--- src/rtl/alarm_setting_pkg.sv ---
// Shared types and limits for the alarm setpoint editor.
package alarm_pkg;

  localparam int unsigned DIGIT_W = 4;
  localparam int unsigned FIELD_W = 8;

  localparam logic [FIELD_W-1:0] HOUR_MAX   = 8'h23;
  localparam logic [FIELD_W-1:0] MINSEC_MAX = 8'h59;

  // Encoding doubles as the edit_field display code.
  typedef enum logic [1:0] {
    IDLE     = 2'd0,
    SET_HOUR = 2'd1,
    SET_MIN  = 2'd2,
    SET_SEC  = 2'd3
  } state_t;

endpackage

--- src/rtl/alarm_setting_if.sv ---
// Key inputs and committed setpoint / edit status outputs of the alarm editor.
interface alarm_setting_if;

  logic                        key_mode_n;
  logic                        key_inc_n;
  logic                        key_dec_n;
  logic [alarm_pkg::DIGIT_W-1:0] alarm_secL;
  logic [alarm_pkg::DIGIT_W-1:0] alarm_secH;
  logic [alarm_pkg::DIGIT_W-1:0] alarm_minL;
  logic [alarm_pkg::DIGIT_W-1:0] alarm_minH;
  logic [alarm_pkg::DIGIT_W-1:0] alarm_hourL;
  logic [alarm_pkg::DIGIT_W-1:0] alarm_hourH;
  logic [1:0]                  edit_field;
  logic                        editing;

  modport master (
    output key_mode_n, key_inc_n, key_dec_n,
    input  alarm_secL, alarm_secH, alarm_minL, alarm_minH, alarm_hourL, alarm_hourH,
    input  edit_field, editing
  );

  modport slave (
    input  key_mode_n, key_inc_n, key_dec_n,
    output alarm_secL, alarm_secH, alarm_minL, alarm_minH, alarm_hourL, alarm_hourH,
    output edit_field, editing
  );

endinterface

--- src/rtl/alarm_setting_bcd_field_adj.sv ---
// Combinational +/-1 of a two-digit BCD field, wrapping between 00 and max.
module bcd_field_adj
  import alarm_pkg::*;
(
  input  logic [FIELD_W-1:0] i_val,
  input  logic               i_inc,
  input  logic               i_dec,
  input  logic [FIELD_W-1:0] i_max,
  output logic [FIELD_W-1:0] o_val
);

  logic [DIGIT_W-1:0] w_lo;
  logic [DIGIT_W-1:0] w_hi;

  assign w_lo = i_val[DIGIT_W-1:0];
  assign w_hi = i_val[FIELD_W-1:DIGIT_W];

  always_comb begin
    o_val = i_val;
    if (i_inc && !i_dec) begin
      if (i_val == i_max)         o_val = '0;
      else if (w_lo == 4'd9)      o_val = {DIGIT_W'(w_hi + 4'd1), 4'd0};
      else                        o_val = {w_hi, DIGIT_W'(w_lo + 4'd1)};
    end else if (i_dec && !i_inc) begin
      if (i_val == '0)            o_val = i_max;
      else if (w_lo == 4'd0)      o_val = {DIGIT_W'(w_hi - 4'd1), 4'd9};
      else                        o_val = {w_hi, DIGIT_W'(w_lo - 4'd1)};
    end
  end

endmodule

--- src/rtl/alarm_setting.sv ---
// Alarm setpoint editor: mode/inc/dec keys edit a shadow copy, committed on exit.
module alarm_setting
  import alarm_pkg::*;
#(
  parameter logic [FIELD_W-1:0] RST_HOUR = 8'h07,
  parameter logic [FIELD_W-1:0] RST_MIN  = 8'h00,
  parameter logic [FIELD_W-1:0] RST_SEC  = 8'h00
) (
  input  logic            div_clk,
  input  logic            rst_n,
  alarm_setting_if.slave  bus
);

  state_t             r_state;
  state_t             w_state_nxt;
  logic               r_mode_prev, r_inc_prev, r_dec_prev;
  logic               w_mode_p, w_inc_p, w_dec_p;
  logic               w_load, w_commit, w_adj_en;
  logic [FIELD_W-1:0] r_sh_hour, r_sh_min, r_sh_sec;
  logic [FIELD_W-1:0] r_hour, r_min, r_sec;
  logic [FIELD_W-1:0] w_sel_val, w_sel_max, w_adj_val;

  // Previous-value registers reset low so a key held through reset never fires.
  always_ff @(posedge div_clk or negedge rst_n) begin
    if (!rst_n) begin
      r_mode_prev <= 1'b0;
      r_inc_prev  <= 1'b0;
      r_dec_prev  <= 1'b0;
    end else begin
      r_mode_prev <= bus.key_mode_n;
      r_inc_prev  <= bus.key_inc_n;
      r_dec_prev  <= bus.key_dec_n;
    end
  end

  assign w_mode_p = r_mode_prev && !bus.key_mode_n;
  assign w_inc_p  = r_inc_prev  && !bus.key_inc_n;
  assign w_dec_p  = r_dec_prev  && !bus.key_dec_n;

  always_ff @(posedge div_clk or negedge rst_n) begin
    if (!rst_n) r_state <= IDLE;
    else        r_state <= w_state_nxt;
  end

  always_comb begin
    w_state_nxt = r_state;
    w_load      = 1'b0;
    w_commit    = 1'b0;
    if (w_mode_p) begin
      case (r_state)
        IDLE:     begin w_state_nxt = SET_HOUR; w_load = 1'b1; end
        SET_HOUR: w_state_nxt = SET_MIN;
        SET_MIN:  w_state_nxt = SET_SEC;
        SET_SEC:  begin w_state_nxt = IDLE; w_commit = 1'b1; end
        default:  w_state_nxt = IDLE;
      endcase
    end
  end

  // Mode wins over a coincident adjustment.
  assign w_adj_en = (w_inc_p || w_dec_p) && !w_mode_p && (r_state != IDLE);

  always_comb begin
    w_sel_val = r_sh_hour;
    w_sel_max = HOUR_MAX;
    case (r_state)
      SET_MIN: begin w_sel_val = r_sh_min; w_sel_max = MINSEC_MAX; end
      SET_SEC: begin w_sel_val = r_sh_sec; w_sel_max = MINSEC_MAX; end
      default: ;
    endcase
  end

  bcd_field_adj u_adj (
    .i_val (w_sel_val),
    .i_inc (w_inc_p),
    .i_dec (w_dec_p),
    .i_max (w_sel_max),
    .o_val (w_adj_val)
  );

  always_ff @(posedge div_clk or negedge rst_n) begin
    if (!rst_n) begin
      r_sh_hour <= RST_HOUR;
      r_sh_min  <= RST_MIN;
      r_sh_sec  <= RST_SEC;
    end else if (w_load) begin
      r_sh_hour <= r_hour;
      r_sh_min  <= r_min;
      r_sh_sec  <= r_sec;
    end else if (w_adj_en) begin
      case (r_state)
        SET_HOUR: r_sh_hour <= w_adj_val;
        SET_MIN:  r_sh_min  <= w_adj_val;
        SET_SEC:  r_sh_sec  <= w_adj_val;
        default:  ;
      endcase
    end
  end

  // All six digits update on one edge so the comparator never sees a mixed time.
  always_ff @(posedge div_clk or negedge rst_n) begin
    if (!rst_n) begin
      r_hour <= RST_HOUR;
      r_min  <= RST_MIN;
      r_sec  <= RST_SEC;
    end else if (w_commit) begin
      r_hour <= r_sh_hour;
      r_min  <= r_sh_min;
      r_sec  <= r_sh_sec;
    end
  end

  assign bus.alarm_hourH = r_hour[FIELD_W-1:DIGIT_W];
  assign bus.alarm_hourL = r_hour[DIGIT_W-1:0];
  assign bus.alarm_minH  = r_min[FIELD_W-1:DIGIT_W];
  assign bus.alarm_minL  = r_min[DIGIT_W-1:0];
  assign bus.alarm_secH  = r_sec[FIELD_W-1:DIGIT_W];
  assign bus.alarm_secL  = r_sec[DIGIT_W-1:0];
  assign bus.edit_field  = 2'(r_state);
  assign bus.editing     = (r_state != IDLE);

endmodule

--- src/flat_wrapper.sv ---
// flat-port wrapper written by rule: the top's interface ports become plain ports
module alarm_setting_flat import alarm_pkg::*;
#(
  parameter logic [FIELD_W-1:0] RST_HOUR = 8'h07,
  parameter logic [FIELD_W-1:0] RST_MIN  = 8'h00,
  parameter logic [FIELD_W-1:0] RST_SEC  = 8'h00
)
  (div_clk, rst_n, bus_key_mode_n, bus_key_inc_n, bus_key_dec_n, bus_alarm_secL, bus_alarm_secH, bus_alarm_minL, bus_alarm_minH, bus_alarm_hourL, bus_alarm_hourH, bus_edit_field, bus_editing);
  alarm_setting_if bus_i ();
  input  logic div_clk;
  input  logic rst_n;
  input wire logic [$bits(bus_i.key_mode_n)-1:0] bus_key_mode_n;
  input wire logic [$bits(bus_i.key_inc_n)-1:0] bus_key_inc_n;
  input wire logic [$bits(bus_i.key_dec_n)-1:0] bus_key_dec_n;
  output wire logic [$bits(bus_i.alarm_secL)-1:0] bus_alarm_secL;
  output wire logic [$bits(bus_i.alarm_secH)-1:0] bus_alarm_secH;
  output wire logic [$bits(bus_i.alarm_minL)-1:0] bus_alarm_minL;
  output wire logic [$bits(bus_i.alarm_minH)-1:0] bus_alarm_minH;
  output wire logic [$bits(bus_i.alarm_hourL)-1:0] bus_alarm_hourL;
  output wire logic [$bits(bus_i.alarm_hourH)-1:0] bus_alarm_hourH;
  output wire logic [$bits(bus_i.edit_field)-1:0] bus_edit_field;
  output wire logic [$bits(bus_i.editing)-1:0] bus_editing;
  assign bus_i.key_mode_n = bus_key_mode_n;
  assign bus_i.key_inc_n = bus_key_inc_n;
  assign bus_i.key_dec_n = bus_key_dec_n;
  assign bus_alarm_secL = bus_i.alarm_secL;
  assign bus_alarm_secH = bus_i.alarm_secH;
  assign bus_alarm_minL = bus_i.alarm_minL;
  assign bus_alarm_minH = bus_i.alarm_minH;
  assign bus_alarm_hourL = bus_i.alarm_hourL;
  assign bus_alarm_hourH = bus_i.alarm_hourH;
  assign bus_edit_field = bus_i.edit_field;
  assign bus_editing = bus_i.editing;
  alarm_setting #(.RST_HOUR(RST_HOUR), .RST_MIN(RST_MIN), .RST_SEC(RST_SEC)) u_core (.div_clk(div_clk), .rst_n(rst_n), .bus(bus_i));
endmodule
--- config.mk ---
export PLATFORM = sky130hd
export DESIGN_NAME = alarm_setting_flat
export DESIGN_NICKNAME = d
export VERILOG_FILES = /design/src/rtl/alarm_setting_pkg.sv /design/src/rtl/alarm_setting_if.sv /design/src/rtl/alarm_setting_bcd_field_adj.sv /design/src/rtl/alarm_setting.sv /design/src/flat_wrapper.sv
export SDC_FILE = /design/constraint.sdc
export NUM_CORES = 1
export LEC_CHECK = 0
export BUFFER_PORTS_ARGS = -buffer_cell sky130_fd_sc_hd__buf_4
export CORE_ASPECT_RATIO = 0.75
export CORE_MARGIN = 3
export CORE_UTILIZATION = 53
export DETAILED_ROUTE_END_ITERATION = 16
export PLACE_DENSITY = 0.73
export SLEW_MARGIN = 10
export SYNTH_ARGS = -nofsm -noshare
export SYNTH_HDL_FRONTEND = slang
export SYNTH_SLANG_ARGS = --single-unit
export TNS_END_PERCENT = 10
--- constraint.sdc ---
create_clock -name div_clk -period 3 [get_ports div_clk]
set_input_delay 0.6 -clock div_clk [delete_from_list [all_inputs] [get_ports div_clk]]
set_output_delay 0.6 -clock div_clk [all_outputs]
set_load 0.01 [all_outputs]
==> flow_summary_export.csv <==
group,metric,value,unit
run_status,run_status,"finished, final reports clean",
global_route,initial_antenna_violation_count,0,
finish,postLayoutCellArea,0.00361,mm2
sta,rsz0062_at_grt,"no",
critical_path,required,3.19,ns
synth,synth_fp_nets,320,
synth,synthArstFlopShare,100,%
pwr,cellInternalPower,0.00229,W
cts,cts_tree,"built",
sta,worst-slew-pin-transition,0.655,ns
pwr,p_per_area,1130,mW/mm2
placement,io_buffer_count,31,
cts,clock_sinks,53,
finish,fin_util,65.6,%
global_route,grt_use_total,25.5,%
drt,vias_per_cell,6.31,
sta,layout_worst_path_cycle_share,96.1,%
critical_path,worst_setup_path_end_kind,"flop",
pwr,p_leak,1.64,nW
synth,synth_compound_area_share,25.0,%
synth,synth_mux_area_share,8.73,%
die,ios,32,
critical_path,timing.rr.end,"u_core.r_sh_min[7]",
drt,drtPass1Iterations,5,
synth,synthesis.area_per_instance,10.1,um2
sta,achievable_freq,347,MHz
placement,postPlaceCellArea,0.00347,mm2
synth,synthCells,305,
critical_path,reg2reg_from,"u_core.bus.edit_field[0]",
die,start_util,56.3,%
synth,synth-seq-area-share,43.1,%
flow_run,max_cap_viol_count,0,
synth,synth.cell_area,0.00309,mm2
finish,synthToLayoutAreaGrowth,16.6,%
synth,synth_enable_flop_cells,0,
finish,nets,363,
pwr,power.share.combinational,55.4,%
cts,cts.root.buffer_cell,"sky130_fd_sc_hd__clkbuf_8",
cts,h-tree-depth,2,
global_route,via_count_of_the_first_global_routing_pass,2458,
pwr,power.net_switching,0.00178,W
sta,setup-violations-final,0,
cts,cts_inserted_buffers,5,
drt,vias,2676,
die,floorplan.die_area,0.00680,mm2
synth,ys.warnings.count,0,
critical_path,r2r_setup_slack,0.12,ns
finish,layout_cell_share_with_drive_strength_beyond_1,34.1,%
drt,ant_nets,0,
drt,drt_drc_violations_left,0,
die,die_width,94.2,um
critical_path,worstSetupStartpointType,"flop",
cts,worst_skew_pair.late_latency,0.31,ns
sta,skew,0.00752,ns
synth,synth-xor-area-share,0.849,%
drt,wire_per_inst,19.3,um
global_route,grt_first_pass_wirelength,13.2,mm
placement,gp_congestion,0.906,
pwr,seq_power_share,33.6,%
die,placement_rows,23,
synth,synth_cell_types,60,
global_route,pin_count_of_the_biggest_net_entering_global_routing,54,
critical_path,rr_worst_depth,13,
cts,ctsLongestPathBuffers,2,
pwr,ir_drop,0.549,mV
synth,largest_family_of_logic_cells_by_synthesized_area,"compound AO/OA/AOI/OAI gates",
die,die_y,72.2,um
sta,setup-tns-final,0,ns
critical_path,critical_path_class,"flop to flop",
synth,postSynthRegisterBits,53,
synth,synth_flop_cell,"sky130_fd_sc_hd__dfrtp_1",
sta,slew_viol_final,0,
sta,timing.slew.headroom,56.4,%
die,placeableCoreArea,0.00550,mm2
sta,timing.final.hold_violations,0,
pwr,clockPowerShare,11.0,%
sta,period_needed,2.88,ns
global_route,globalRoute.totalOverflow,0,
synth,yosys.area_share.adder,4.37,%
cts,clk_transition_reported_paths,0.10,ns
finish,diodes,0,
synth,synth_simple_gate_area_share,13.2,%
placement,place.detailed.hpwl,5.95,mm
drt,drt_first_iter_violations,290,
finish,fillers,460,
pwr,fin_total_pwr,0.00406,W
drt,drt-total-wl,8.20,mm
pwr,netSwitchingFraction,43.7,%
critical_path,worstPathMaxFanout,6,
hold_path,hold_class,"input pin to asynchronous set/reset pin",
critical_path,critical_path_arrival,3.07,ns
[per-layer routing]
metal  vias to the layer above  GRT usage, %  share of wire, %
met5                         -             0                 0
met4                         0          7.05               1.1
met3                        10          3.83               7.6
met2                       116          34.7                42
met1                      1327          41.7                49
li1                       1223             -                 -
[power groups by stage]
stage | logic, W | registers, W | clock network [W]
final | 0.00225 | 0.00137 | 0.000445
after global routing | 0.00246 | 0.00140 | 0.000483
after CTS | 0.00216 | 0.00134 | 0.000450
after detailed placement | 0.00214 | 0.00136 | 0
after global placement | 0.00211 | 0.00135 | 0
after floorplan | 0.00133 | 0.00132 | 0
[sequential cells by signal, indices dropped and copies added (netlist names)]
signal / cells
u_core.bus.edit_field: 2
u_core.r_dec_prev: 1
u_core.r_hour: 8
u_core.r_inc_prev: 1
u_core.r_min: 8
u_core.r_mode_prev: 1
u_core.r_sec: 8
u_core.r_sh_hour: 8
u_core.r_sh_min: 8
u_core.r_sh_sec: 8
[synth_stat cells, drive strengths merged, types with 2 or more instances]
cell type / count / area (um2)
a211o: 2 / 17.5
dfstp: 6 / 158
xnor2: 3 / 26.3
nand2: 19 / 71.3
o21ai: 29 / 145
a21oi: 33 / 173
a31oi: 3 / 25.0
nand2b: 3 / 18.8
nor2: 15 / 61.3
or3: 4 / 27.5
nor3b: 2 / 15.0
a22oi: 8 / 60.1
o22ai: 3 / 18.8
nand3: 4 / 20.0
o211ai: 2 / 15.0
inv: 11 / 41.3
nor4: 2 / 27.5
o311ai: 3 / 26.3
dfrtp: 47 / 1180
or3b: 2 / 20.0
a2bb2oi: 2 / 17.5
clkbuf: 14 / 96.3
nor2b: 3 / 18.8
and3: 8 / 51.3
a211oi: 7 / 62.6
mux2: 24 / 270
a22o: 7 / 65.1
o2111ai: 4 / 35.0
nor3: 2 / 10.0
ha: 10 / 125
and2: 6 / 41.3
[cell usage in the layout, fill, tap and decap left out, types with 3 or more instances in the layout]
cell and instances:
sky130_fd_sc_hd__nor2b_1 3, sky130_fd_sc_hd__a21oi_1 29, sky130_fd_sc_hd__inv_1 11, sky130_fd_sc_hd__a22oi_1 8
sky130_fd_sc_hd__o22ai_1 3, sky130_fd_sc_hd__a21oi_2 3, sky130_fd_sc_hd__xnor2_1 3, sky130_fd_sc_hd__nand2_1 19
sky130_fd_sc_hd__a22o_1 4, sky130_fd_sc_hd__and3_1 7, sky130_fd_sc_hd__a211oi_1 4, sky130_fd_sc_hd__o311ai_0 3
sky130_fd_sc_hd__dfrtp_1 47, sky130_fd_sc_hd__o2111ai_1 4, sky130_fd_sc_hd__nand3_1 4, sky130_fd_sc_hd__o21ai_0 29
sky130_fd_sc_hd__buf_4 51, sky130_fd_sc_hd__clkbuf_8 6, sky130_fd_sc_hd__mux2_2 24, sky130_fd_sc_hd__ha_1 8
sky130_fd_sc_hd__and2_2 3, sky130_fd_sc_hd__nor2_1 12, sky130_fd_sc_hd__a22o_2 3, sky130_fd_sc_hd__a211oi_2 3
sky130_fd_sc_hd__dfstp_2 6, sky130_fd_sc_hd__nand2b_1 3, sky130_fd_sc_hd__and2_1 3
[logic make-up (layout without fill, tap and decap cells)]
group | Yosys count | count (layout)
xor gates and xnor gates | 3 | 3
DFF | 53 | 53
AOI/OAI and AO/OA | 115 | 115
muxes | 24 | 24
and+or+nand+nor | 73 | 73
adders and majority gates | 11 | 11
buffers and inverters | 26 | 70
[stage by stage]
| step | hold slack [ns] | worst slack [ns] | cells |
|---|---|---|---|
| 3_5_place_dp | 0.487 | -0.0382 | 415 |
| 6_report | 0.294 | 0.118 | 424 |
| 2_1_floorplan | 0.304 | 0.0352 | 305 |
| 3_3_place_gp | 0.478 | 0.0199 | 415 |
| 4_1_cts | 0.333 | 0.00962 | 423 |
| 5_1_grt | 0.350 | 0.0151 | 424 |
[final cells by class]
type	count	area (um2)	share of cell area (%)
clock buffer	6	82.6	2.29
clock inverter	2	16.3	0.451
inverter	11	41.3	1.14
multi-input combinational	226	1660	45.9
sequential	53	1330	37.0
tap	75	93.8	2.60
timing repair buffer	51	383	10.6
[worst max-delay path, cell delays in order, from the launching register on]
cell and delay (ns):
sky130_fd_sc_hd__dfrtp_1 0.43, sky130_fd_sc_hd__inv_1 0.11, sky130_fd_sc_hd__ha_2 0.28, sky130_fd_sc_hd__nor2_4 0.08
sky130_fd_sc_hd__buf_4 0.17, sky130_fd_sc_hd__a21oi_4 0.19, sky130_fd_sc_hd__ha_1 0.20, sky130_fd_sc_hd__inv_1 0.04
sky130_fd_sc_hd__a2111o_1 0.49, sky130_fd_sc_hd__nor4_4 0.24, sky130_fd_sc_hd__xnor2_1 0.12, sky130_fd_sc_hd__a211oi_2 0.18
sky130_fd_sc_hd__buf_4 0.16, sky130_fd_sc_hd__a21oi_1 0.06
[repair_timing]
action | 4_1_cts | 5_1_grt
hold buffers | 0 | 0
pin swaps | 0 | 2
gates resized for setup | 2 | 5
buffers inserted | 0 | 1
endpoints found under the setup margin | 6 | 18
[worst max path at each step]
| stage | slack (ns) | start | depth (start not counted) | endpoint |
|---|---|---|---|---|
| 2_1_floorplan | 0.04 | u_core.bus.edit_field[0] | 13 | u_core.r_sh_sec[7] |
| 3_3_place_gp | 0.02 | u_core.bus.edit_field[0] | 12 | u_core.r_sh_sec[7] |
| 3_5_place_dp | -0.04 | u_core.bus.edit_field[0] | 12 | u_core.r_sh_hour[7] |
| 4_1_cts | 0.01 | u_core.bus.edit_field[0] | 12 | u_core.r_sh_sec[7] |
| 5_1_grt | 0.02 | u_core.bus.edit_field[0] | 13 | u_core.r_sh_sec[7] |
| 6_report | 0.12 | u_core.bus.edit_field[0] | 13 | u_core.r_sh_min[7] |
No activity file was read; power rests on OpenSTA's default activity.
